**src/rtl/vctrl_pkg.sv**
```systemverilog
// vctrl_pkg: shared sequencer state type, beat sizing helpers and control bundle field indices
package vctrl_pkg;
  typedef enum logic {IDLE, SEQ} seq_state_t;
  localparam int F_REG_WRITE  = 0;
  localparam int F_MEM_WRITE  = 1;
  localparam int F_MEM_TO_REG = 2;
  localparam int F_ALU_SRC    = 3;
  localparam int F_BRANCH     = 4;
  localparam int F_ALU_CTL    = 5;
  localparam int ALU_CTL_W    = 4;
  function automatic int beats_f(input int vlen, input int lanes);
    int b;
    b = (vlen + lanes - 1) / lanes;
    return b < 1 ? 1 : b;
  endfunction
  function automatic int bw_f(input int beats);
    return beats > 1 ? $clog2(beats) : 1;
  endfunction
endpackage

```
**src/rtl/vctrl_stage.sv**
```systemverilog
// vctrl_stage: one pipeline register with load enable and bubble clear
module vctrl_stage #(
  parameter int W = 8
) (
  input  logic         clk,
  input  logic         reset,
  input  logic         en,
  input  logic         clr,
  input  logic [W-1:0] d,
  output logic [W-1:0] q
);
  // reset and clear both zero the stage; otherwise load when not held
  always_ff @(posedge clk) q <= (!reset || clr) ? '0 : en ? d : q;
endmodule

```
**src/rtl/vctrl_pipe.sv**
```systemverilog
// vctrl_pipe: control pipeline with vector beat sequencer; VCTRL_PERF_EN adds perf counters
module vctrl_pipe import vctrl_pkg::*; #(
  parameter  int NSTAGES = 3,
  parameter  int CTRLW   = 24,
  parameter  int VLEN    = 8,
  parameter  int LANES   = 4,
  localparam int BEATS   = beats_f(VLEN, LANES),
  localparam int BW      = bw_f(BEATS)
) (
  input  logic                     clk,
  input  logic                     reset,
  input  logic [CTRLW-1:0]         ctrl_d,
  input  logic                     valid_d,
  input  logic                     vec_d,
  input  logic                     kill_d,
  input  logic [NSTAGES-1:0]       stall_i,
  input  logic [NSTAGES-1:0]       flush_i,
  output logic [NSTAGES*CTRLW-1:0] ctrl_o,
  output logic [NSTAGES-1:0]       valid_o,
  output logic [BW-1:0]            beat_e,
  output logic                     last_e,
  output logic                     seq_stall_d
`ifdef VCTRL_PERF_EN
  , output logic [31:0]            perf_instr
  , output logic [31:0]            perf_stall
`endif
);
  localparam int PW = CTRLW + BW + 2;
`ifdef VCTRL_PERF_EN
  localparam int SW = CTRLW + 2;
`else
  localparam int SW = CTRLW + 1;
`endif
  localparam logic [BW-1:0] LASTC = BW'(BEATS - 1);
  seq_state_t         state;
  logic [BW-1:0]      cnt;
  logic [CTRLW-1:0]   lat;
  logic [NSTAGES-1:0] hold;
  logic [PW-1:0]      iss, e_q;
  logic [SW-1:0]      s_q [NSTAGES];
  logic               seq, vstart, advance, last_cnt, iss_valid;
  assign seq       = state == SEQ;
  assign vstart    = valid_d & vec_d & (BEATS > 1);
  assign advance   = ~hold[0] & ~flush_i[0] & ~kill_d;
  assign last_cnt  = cnt == LASTC;
  assign iss_valid = ~kill_d & (seq | valid_d);
  assign iss = {iss_valid, iss_valid & (seq ? last_cnt : ~vstart), seq ? cnt : BW'(0), seq ? lat : ctrl_d};
  assign seq_stall_d = reset & ~kill_d & (seq ? ~(advance & last_cnt) : vstart);
  // beat sequencer: latch the vector bundle on beat 0, count beats on each advance
  always_ff @(posedge clk)
    if (!reset) begin
      state <= IDLE;
      cnt   <= '0;
      lat   <= '0;
    end else if (state == IDLE) begin
      if (vstart & advance) begin
        state <= SEQ;
        cnt   <= BW'(1);
        lat   <= ctrl_d;
      end
    end else if (kill_d | (advance & last_cnt)) begin
      state <= IDLE;
      cnt   <= '0;
    end else if (advance) cnt <= cnt + BW'(1);
  vctrl_stage #(.W(PW)) u_e (.clk, .reset, .en(~hold[0]), .clr(flush_i[0]), .d(iss), .q(e_q));
  assign beat_e = e_q[CTRLW +: BW];
  assign last_e = e_q[PW-2];
`ifdef VCTRL_PERF_EN
  assign s_q[0] = {e_q[PW-1], e_q[PW-2], e_q[CTRLW-1:0]};
`else
  assign s_q[0] = {e_q[PW-1], e_q[CTRLW-1:0]};
`endif
  for (genvar k = 0; k < NSTAGES; k++) begin : g_out
    assign hold[k] = |stall_i[NSTAGES-1:k];
    assign ctrl_o[k*CTRLW +: CTRLW] = s_q[k][CTRLW-1:0];
    assign valid_o[k] = s_q[k][SW-1];
  end
  for (genvar k = 1; k < NSTAGES; k++) begin : g_st
    vctrl_stage #(.W(SW)) u_st (.clk, .reset, .en(~hold[k]), .clr(flush_i[k]), .d(s_q[k-1]), .q(s_q[k]));
  end
`ifdef VCTRL_PERF_EN
  // count final beats leaving W and cycles where decode or E is held
  always_ff @(posedge clk)
    if (!reset) begin
      perf_instr <= '0;
      perf_stall <= '0;
    end else begin
      if (s_q[NSTAGES-1][SW-1] & s_q[NSTAGES-1][CTRLW] & ~hold[NSTAGES-1]) perf_instr <= perf_instr + 32'd1;
      if (seq_stall_d | hold[0]) perf_stall <= perf_stall + 32'd1;
    end
`endif
endmodule
```
**config.mk**
```make
export PLATFORM = sky130hd
export DESIGN_NAME = vctrl_pipe
export DESIGN_NICKNAME = d
export VERILOG_FILES = /design/src/rtl/vctrl_pkg.sv /design/src/rtl/vctrl_stage.sv /design/src/rtl/vctrl_pipe.sv
export SDC_FILE = /design/constraint.sdc
export NUM_CORES = 1
export LEC_CHECK = 0
export CORE_UTILIZATION = 47
export DETAILED_ROUTE_END_ITERATION = 6
export GPL_ROUTABILITY_DRIVEN = 0
export HOLD_SLACK_MARGIN = 0.06
export PLACE_DENSITY = 0.84
export SYNTH_ARGS = -nofsm -noshare
export SYNTH_HDL_FRONTEND = slang
export SYNTH_SLANG_ARGS = --single-unit
```
**constraint.sdc**
```tcl
create_clock -name clk -period 2.77 [get_ports clk]
set_clock_uncertainty 0.15 [all_clocks]
set_input_delay 0.6925 -clock clk [delete_from_list [all_inputs] [get_ports clk]]
set_output_delay 0.6925 -clock clk [all_outputs]
set_load 0.05 [all_outputs]
```
==> results.py, run 1 <==
metrics = {
    "outcome": {
        "status": "completed",
    },
    "timing": {
        "finalSetupTns_ps": 0,
        "tightest_slew_ps": 550.1,
        "slew_viol_final": 0,
        "post-route-min-period_ps": 2715,
        "rsz0062_at_grt": "no",
        "setup_violations": 0,
        "post-route-period-util_pct": 98.03,
        "hold_viol_final": 0,
        "fmax_mhz": 368.3,
        "slew-limit-headroom_pct": 63.21,
        "setup_ws_ps": 54.61,
    },
    "logic_synthesis": {
        "synth-edff-count": 0,
        "synth_xor_area_share_pct": 0,
        "netlist_top_cells_area": "dfxtp_1 (52%), mux2i_1 (18%), nand2_1 (9.5%)",
        "syn_area_mm2": 0.004001,
        "ys_warn_count": 0,
        "ys_async_sr_fraction_pct": 0,
        "synth_largest_area_cell": "dfxtp_1",
        "synth_top_cell_area_share_pct": 51.53,
        "synth.area.mux_share_pct": 18.26,
        "synthAdderAreaFrac_pct": 0,
        "synth-seq-cells": 103,
        "ys_seq_area_share_pct": 51.53,
        "synth_top_family_by_area": "multiplexers",
        "syn-num-nets": 472,
        "synth-main-ff-cell": "dfxtp_1",
        "synth_area_per_cell_um2": 9.156,
        "synth_simple_gate_area_share_pct": 17.60,
        "synth_compound_area_share_pct": 9.037,
        "synth_cell_types": 25,
        "synthCells": 437,
    },
    "detailed_routing": {
        "drc": 0,
        "wl_per_cell_um": 14.84,
        "wirelength_um": 9599,
        "via_per_inst": 5.202,
        "detail-route-antenna-nets": 0,
        "drt-initial-drc-count": 142,
        "vias": 3366,
        "first_pass_iters": 5,
    },
    "cells_and_area": {
        "n_antenna_cell": 0,
        "area_growth_syn_to_layout_pct": 36.05,
        "final_cells": 647,
        "final_nets": 575,
        "seqCellArea_mm2": 0.002063,
        "num-fill-cells": 672,
        "drive_gt1_share_pct": 7.380,
        "multi_input_area_mm2": 0.001829,
    },
    "power_and_ir_drop": {
        "pwr-share-clk_pct": 32.4,
        "p_int_mw": 1.977,
        "power_frac_seq_pct": 58.1,
        "swShare_pct": 23.43,
        "leakagePower_nw": 1.847,
        "p_total_mw": 2.581,
        "ir_drop_uv": 252.0,
        "power_density_mw_per_mm2": 474.2,
        "power.share.combinational_pct": 9.5,
        "p_sw_mw": 0.6048,
    },
    "place": {
        "hpwl_um": 6989,
        "post-place-ws_ps": -149.9,
        "dp.cells": 634,
        "portBuffers": 112,
    },
    "grt": {
        "antenna_found_initial": 0,
        "grt_max_degree": 55,
        "grt_util_all_layers_pct": 22.03,
        "grt_pass1_vias": 3054,
        "grt_pass1_wl_um": 15000,
        "gr-total-overflow": 0,
    },
    "cts": {
        "cts_buffers": 9,
        "cts_hold_buf": 0,
        "clock_latency_ps": 350,
        "ctsLongestPathBuffers": 2,
        "tritoncts": "yes",
        "clock-root-buffer": "clkbuf_8",
        "post-cts-setup-buffers": 0,
        "htree_levels": 3,
        "cts_sinks": 103,
        "clkTransAtPathRegs_ps": 90,
    },
    "worst_setup_path": {
        "worstPathArrival_ps": 1870,
        "end_kind": "output port",
        "critPathLaunchType": "input pin",
        "critPathBufInv": 2,
        "cpPeakStageDelay_ps": 440,
        "critPathKind": "input pin to output port",
        "critPathSlowestCell": "clkdlybuf4s50_1",
        "crit_family": "buffers and inverters",
        "crit_required_ps": 1930,
        "crit_path_max_fanout": 2,
        "path_cells": "clkdlybuf4s50_1, or3b_4, a31oi_4, buf_12",
    },
    "worst_hold_path": {
        "hp-class": "register to register",
    },
    "floorplanning": {
        "die_w_um": 94.27,
        "die_y_um": 94.27,
        "die_area_mm2": 0.008887,
        "rows": 33,
        "io_pins": 113,
        "initial_utilization_pct": 48.70,
        "core_area_mm2": 0.008217,
    },
    "job": {
        "maxCapViolCount": 0,
    },
}
-- power by group through the flow --
| stage | Clock, mW | Sequential, mW | Combinational (mW) |
|---|---|---|---|
| after global placement | 0 | 1.53 | 0.238 |
| after global routing | 0.915 | 1.50 | 0.262 |
| after floorplan | 0 | 1.56 | 0.104 |
| final | 0.836 | 1.50 | 0.245 |
| after detailed placement | 0 | 1.53 | 0.244 |
| after CTS | 0.857 | 1.50 | 0.246 |
-- state kept, by name, indices dropped and copies added (netlist names) --
signal / cells
seq: 1
lat: 24
u_e.q: 27
g_st.u_st.q: 50
cnt: 1
-- placed cells by master, fill, tap and decap left out, drive strengths merged --
master / instances
nor3b: 1
o41ai: 1
or3: 2
or3b: 2
nand2: 101
clkbuf: 12
dlygate4sd2: 3
dfxtp: 103
o21a: 1
or2: 1
mux2i: 73
nor3: 1
nor2: 51
or4: 1
nand4b: 1
dlymetal6s2s: 1
clkdlybuf4s50: 105
nand3b: 1
clkinv: 1
a21oi: 30
nand2b: 4
nand3: 1
a31oi: 1
nor4: 2
o311ai: 1
a211oi: 24
buf: 17
-- timing repair --
action / 4_1_cts / 5_1_grt
resized for setup: 6 / 1
endpoints found under the hold margin: 0 / 0
pin swaps: 2 / 1
endpoints found under the setup margin: 1 / 1
-- final timing paths --
| kind | start | end | slack (ps) | cells after the start |
|---|---|---|---|---|
| setup / recovery | kill_d | seq_stall_d | 50 | 4 |
| hold / removal | lat[23]$_SDFFE_PN0P_ | lat[23]$_SDFFE_PN0P_ | 310 | 2 |
| setup reg to reg | seq$_SDFF_PN0_ | lat[13]$_SDFFE_PN0P_ | 1070 | 4 |
| hold reg to reg | lat[23]$_SDFFE_PN0P_ | lat[23]$_SDFFE_PN0P_ | 310 | 2 |
-- worst reg2reg max path: stages, from the launching register on --
cell	delay, ps
dfxtp_2	340
buf_4	290
nor4_4	380
buf_12	250
mux2i_1	230
-- cell families (layout without fill, tap and decap cells) --
group                  Yosys count  after routing
and+or+nand+nor                169            169
DFF                            103            103
muxes                           73             73
AOI/OAI and AO/OA               58             58
buffers and inverters           34            139
-- area by class of cell --
class | count | area share [%]
flip-flops and latches | 103 | 37.90
multi-input cells | 300 | 33.60
repair buffers | 126 | 22.96
clock buffers | 12 | 3.034
well taps | 105 | 2.413
clock inverters | 1 | 0.09193
-- synthesized netlist by cell type, drive strengths merged, types with 2 or more instances --
master / number
dfxtp: 103
nand2: 101
mux2i: 73
nor2: 51
a21oi: 30
clkbuf: 27
a211oi: 24
buf: 7
nand2b: 4
nor4: 2
or3: 2
or3b: 2
-- layer usage --
layer	global-route usage [%]	share of wire (%)	routed length, um	vias up
li1	-	-	-	1684
met1	29.36	45	4335	1557
met2	35.02	49	4656	101
met3	2.670	3.5	335	24
met4	10.90	2.8	272	0
met5	0	0	0	-
-- through the flow --
stage                     util (%)  instance area, um^2  hold WS [ps]
final                        66.26                 5444         310.3
after global placement       64.05                 5263         291.1
after detailed placement     64.05                 5263         298.3
after global routing         66.26                 5444         335.1
after CTS                    66.23                 5441         311.2
after floorplan                  -                 4016         284.4
Power figures use the tool's default switching activity.
==> inputs of run 2 (changes only) <==
--- a/constraint.sdc
+++ b/constraint.sdc
@@ -3,3 +3,3 @@
 set_input_delay 0.6925 -clock clk [delete_from_list [all_inputs] [get_ports clk]]
 set_output_delay 0.6925 -clock clk [all_outputs]
-set_load 0.05 [all_outputs]
+set_load 0.02 [all_outputs]
==> results.py, run 2 (synthesized netlist as in run 1, its figures left out) <==
metrics = {
    "cells_and_area": {
        "top_register": "g_st.u_st.q",
        "area_growth_syn_to_layout_pct": 36.24,
        "largest_reg_flops": 50,
        "reg_top3": "g_st.u_st.q: 50 flops, u_e.q: 27 flops, lat: 24 flops",
        "final_common_cell": "clkdlybuf4s50_1",
        "layout_common_cells": "clkdlybuf4s50_1 (107), dfxtp_1 (102), nand2_1 (101), mux2i_1 (73), nor2_1 (51)",
        "n_antenna_cell": 0,
        "num-fill-cells": 655,
        "final_nets": 578,
        "drive_gt1_share_pct": 8.044,
        "final_cells": 652,
    },
    "floorplanning": {
        "core_area_mm2": 0.008217,
        "initial_utilization_pct": 48.70,
        "die_y_um": 94.27,
        "die_w_um": 94.27,
        "io_pins": 113,
        "die_area_mm2": 0.008887,
        "rows": 33,
    },
    "grt": {
        "grt_pass1_vias": 3108,
        "grt_util_all_layers_pct": 22.42,
        "grt_max_degree": 55,
        "use_met1_pct": 29.44,
        "antenna_found_initial": 0,
        "busiest_layer": "met2",
        "use_met3_pct": 2.832,
        "grtUsageMet2_pct": 36.23,
        "grt_pass1_wl_um": 15270,
        "gr-total-overflow": 0,
    },
    "power_and_ir_drop": {
        "leakagePower_nw": 1.844,
        "p_total_mw": 2.621,
        "power_frac_seq_pct": 57.2,
        "power_density_mw_per_mm2": 480.9,
        "pwr-share-clk_pct": 34.2,
        "swShare_pct": 23.57,
        "power.share.combinational_pct": 8.6,
        "p_sw_mw": 0.6180,
        "p_int_mw": 2.003,
        "ir_drop_uv": 239.2,
    },
    "timing": {
        "slew-limit-headroom_pct": 66.22,
        "slew_viol_final": 0,
        "post-route-min-period_ps": 2701,
        "rsz0062_at_grt": "no",
        "post-route-period-util_pct": 97.50,
        "fmax_mhz": 370.3,
        "hold_viol_final": 0,
        "setup_violations": 0,
        "whs_ps": 312.0,
        "tightest_slew_ps": 506.6,
    },
    "worst_setup_path": {
        "reg2reg_slack_ps": 1090,
        "critPathSlowestCell": "clkdlybuf4s50_1",
        "crit_path_max_fanout": 2,
        "cpPeakStageDelay_ps": 430,
        "critPathKind": "input pin to output port",
        "path_cells": "clkdlybuf4s50_1, or3b_4, a31oi_1, buf_2",
        "worstPathArrival_ps": 1860,
        "r2r_start": "seq$_SDFF_PN0_",
        "reg2reg_depth": 4,
        "rr_endpoint": "lat[12]$_SDFFE_PN0P_",
        "crit_required_ps": 1930,
        "end_kind": "output port",
        "critPathLaunchType": "input pin",
    },
    "cts": {
        "clkTransAtPathRegs_ps": 90,
        "tritoncts": "yes",
        "clock_latency_ps": 350,
        "ctsLongestPathBuffers": 2,
        "htree_levels": 3,
        "cts_hold_buf": 0,
        "cts_buffers": 9,
        "post-cts-setup-buffers": 0,
        "cts_sinks": 103,
        "clock-root-buffer": "clkbuf_8",
    },
    "detailed_routing": {
        "wirelength_um": 9470,
        "via_per_inst": 5.101,
        "drt-initial-drc-count": 120,
        "vias": 3326,
        "first_pass_iters": 4,
        "detail-route-antenna-nets": 0,
        "drc": 0,
        "wl_per_cell_um": 14.52,
    },
    "place": {
        "portBuffers": 112,
        "dp.cells": 637,
        "hpwl_um": 7004,
    },
    "worst_hold_path": {
        "min-delay-start": "lat[15]$_SDFFE_PN0P_",
        "min_path_cells": 2,
        "hold_path_end": "lat[15]$_SDFFE_PN0P_",
        "hp-class": "register to register",
    },
    "job": {
        "maxCapViolCount": 0,
    },
    "outcome": {
        "status": "completed",
    },
}
==> run 2: cell types whose count changed in the layout (fill, tap and decap cells not counted), sizes merged <==
cell	previous run	this run
bufinv	0	1
clkbuf	12	9
clkinvlp	0	3
clkinv	1	2
buf	17	20
clkdlybuf4s50	105	107
dlygate4sd2	3	2
dlymetal6s2s	1	0
==> run 2: stage by stage <==
| step | util (%) | TNS, ps | cell area, um^2 | setup slack (ps) |
|---|---|---|---|---|
| 3_5_place_dp | 64.02 | -965.0 | 5260 | -567.7 |
| 4_1_cts | 66.27 | 0 | 5445 | 54.88 |
| 2_1_floorplan | - | 0 | 4001 | 139.5 |
| 6_report | 66.35 | 0 | 5451 | 69.19 |
| 5_1_grt | 66.35 | 0 | 5451 | 19.27 |
| 3_3_place_gp | 64.02 | -514.2 | 5260 | -514.2 |
==> run 2: power by group through the flow <==
stage | Sequential, mW | Clock [mW] | Combinational [mW]
4_1_cts | 1.50 | 0.905 | 0.224
3_5_place_dp | 1.53 | 0 | 0.224
2_1_floorplan | 1.54 | 0 | 0.102
5_1_grt | 1.50 | 0.973 | 0.245
6_report | 1.50 | 0.897 | 0.224
3_3_place_gp | 1.53 | 0 | 0.218
==> run 2: how the worst max path moves through the flow <==
| stage | from | end | slack (ps) |
|---|---|---|---|
| floorplan | reset | seq_stall_d | 140 |
| global placement | vec_d | seq_stall_d | -510 |
| detailed placement | vec_d | seq_stall_d | -570 |
| CTS | stall_i[1] | seq_stall_d | 50 |
| global route | kill_d | seq_stall_d | 20 |
| finish | kill_d | seq_stall_d | 70 |
==> run 2: worst max-delay path: cells and delay by family <==
kind	cells	cell delay [ps]
AO/OA/AOI/OAI	1	140
AND/OR/NAND/NOR	1	410
buffers and inverters	2	610
==> run 2: final cells by class <==
type | count | area [um^2] | share of cell area (%)
Clock inverter | 6 | 62.56 | 1.148
Multi-Input combinational cell | 300 | 1814 | 33.28
Tap cell | 105 | 131.4 | 2.410
Timing Repair Buffer | 129 | 1256 | 23.04
Sequential cell | 103 | 2063 | 37.85
Clock buffer | 9 | 123.9 | 2.272
==> run 2: metal layers <==
layer / up-vias / wire, um
met2: 96 / 4492
li1: 1688 / -
met4: 0 / 273
met1: 1520 / 4325
met3: 22 / 378
met5: - / 0
==> run 2: repair_timing <==
| item | 4_1_cts | 5_1_grt |
|---|---|---|
| gates cloned | 0 | 0 |
| resized for setup | 9 | 1 |
| setup endpoints to repair | 1 | 1 |
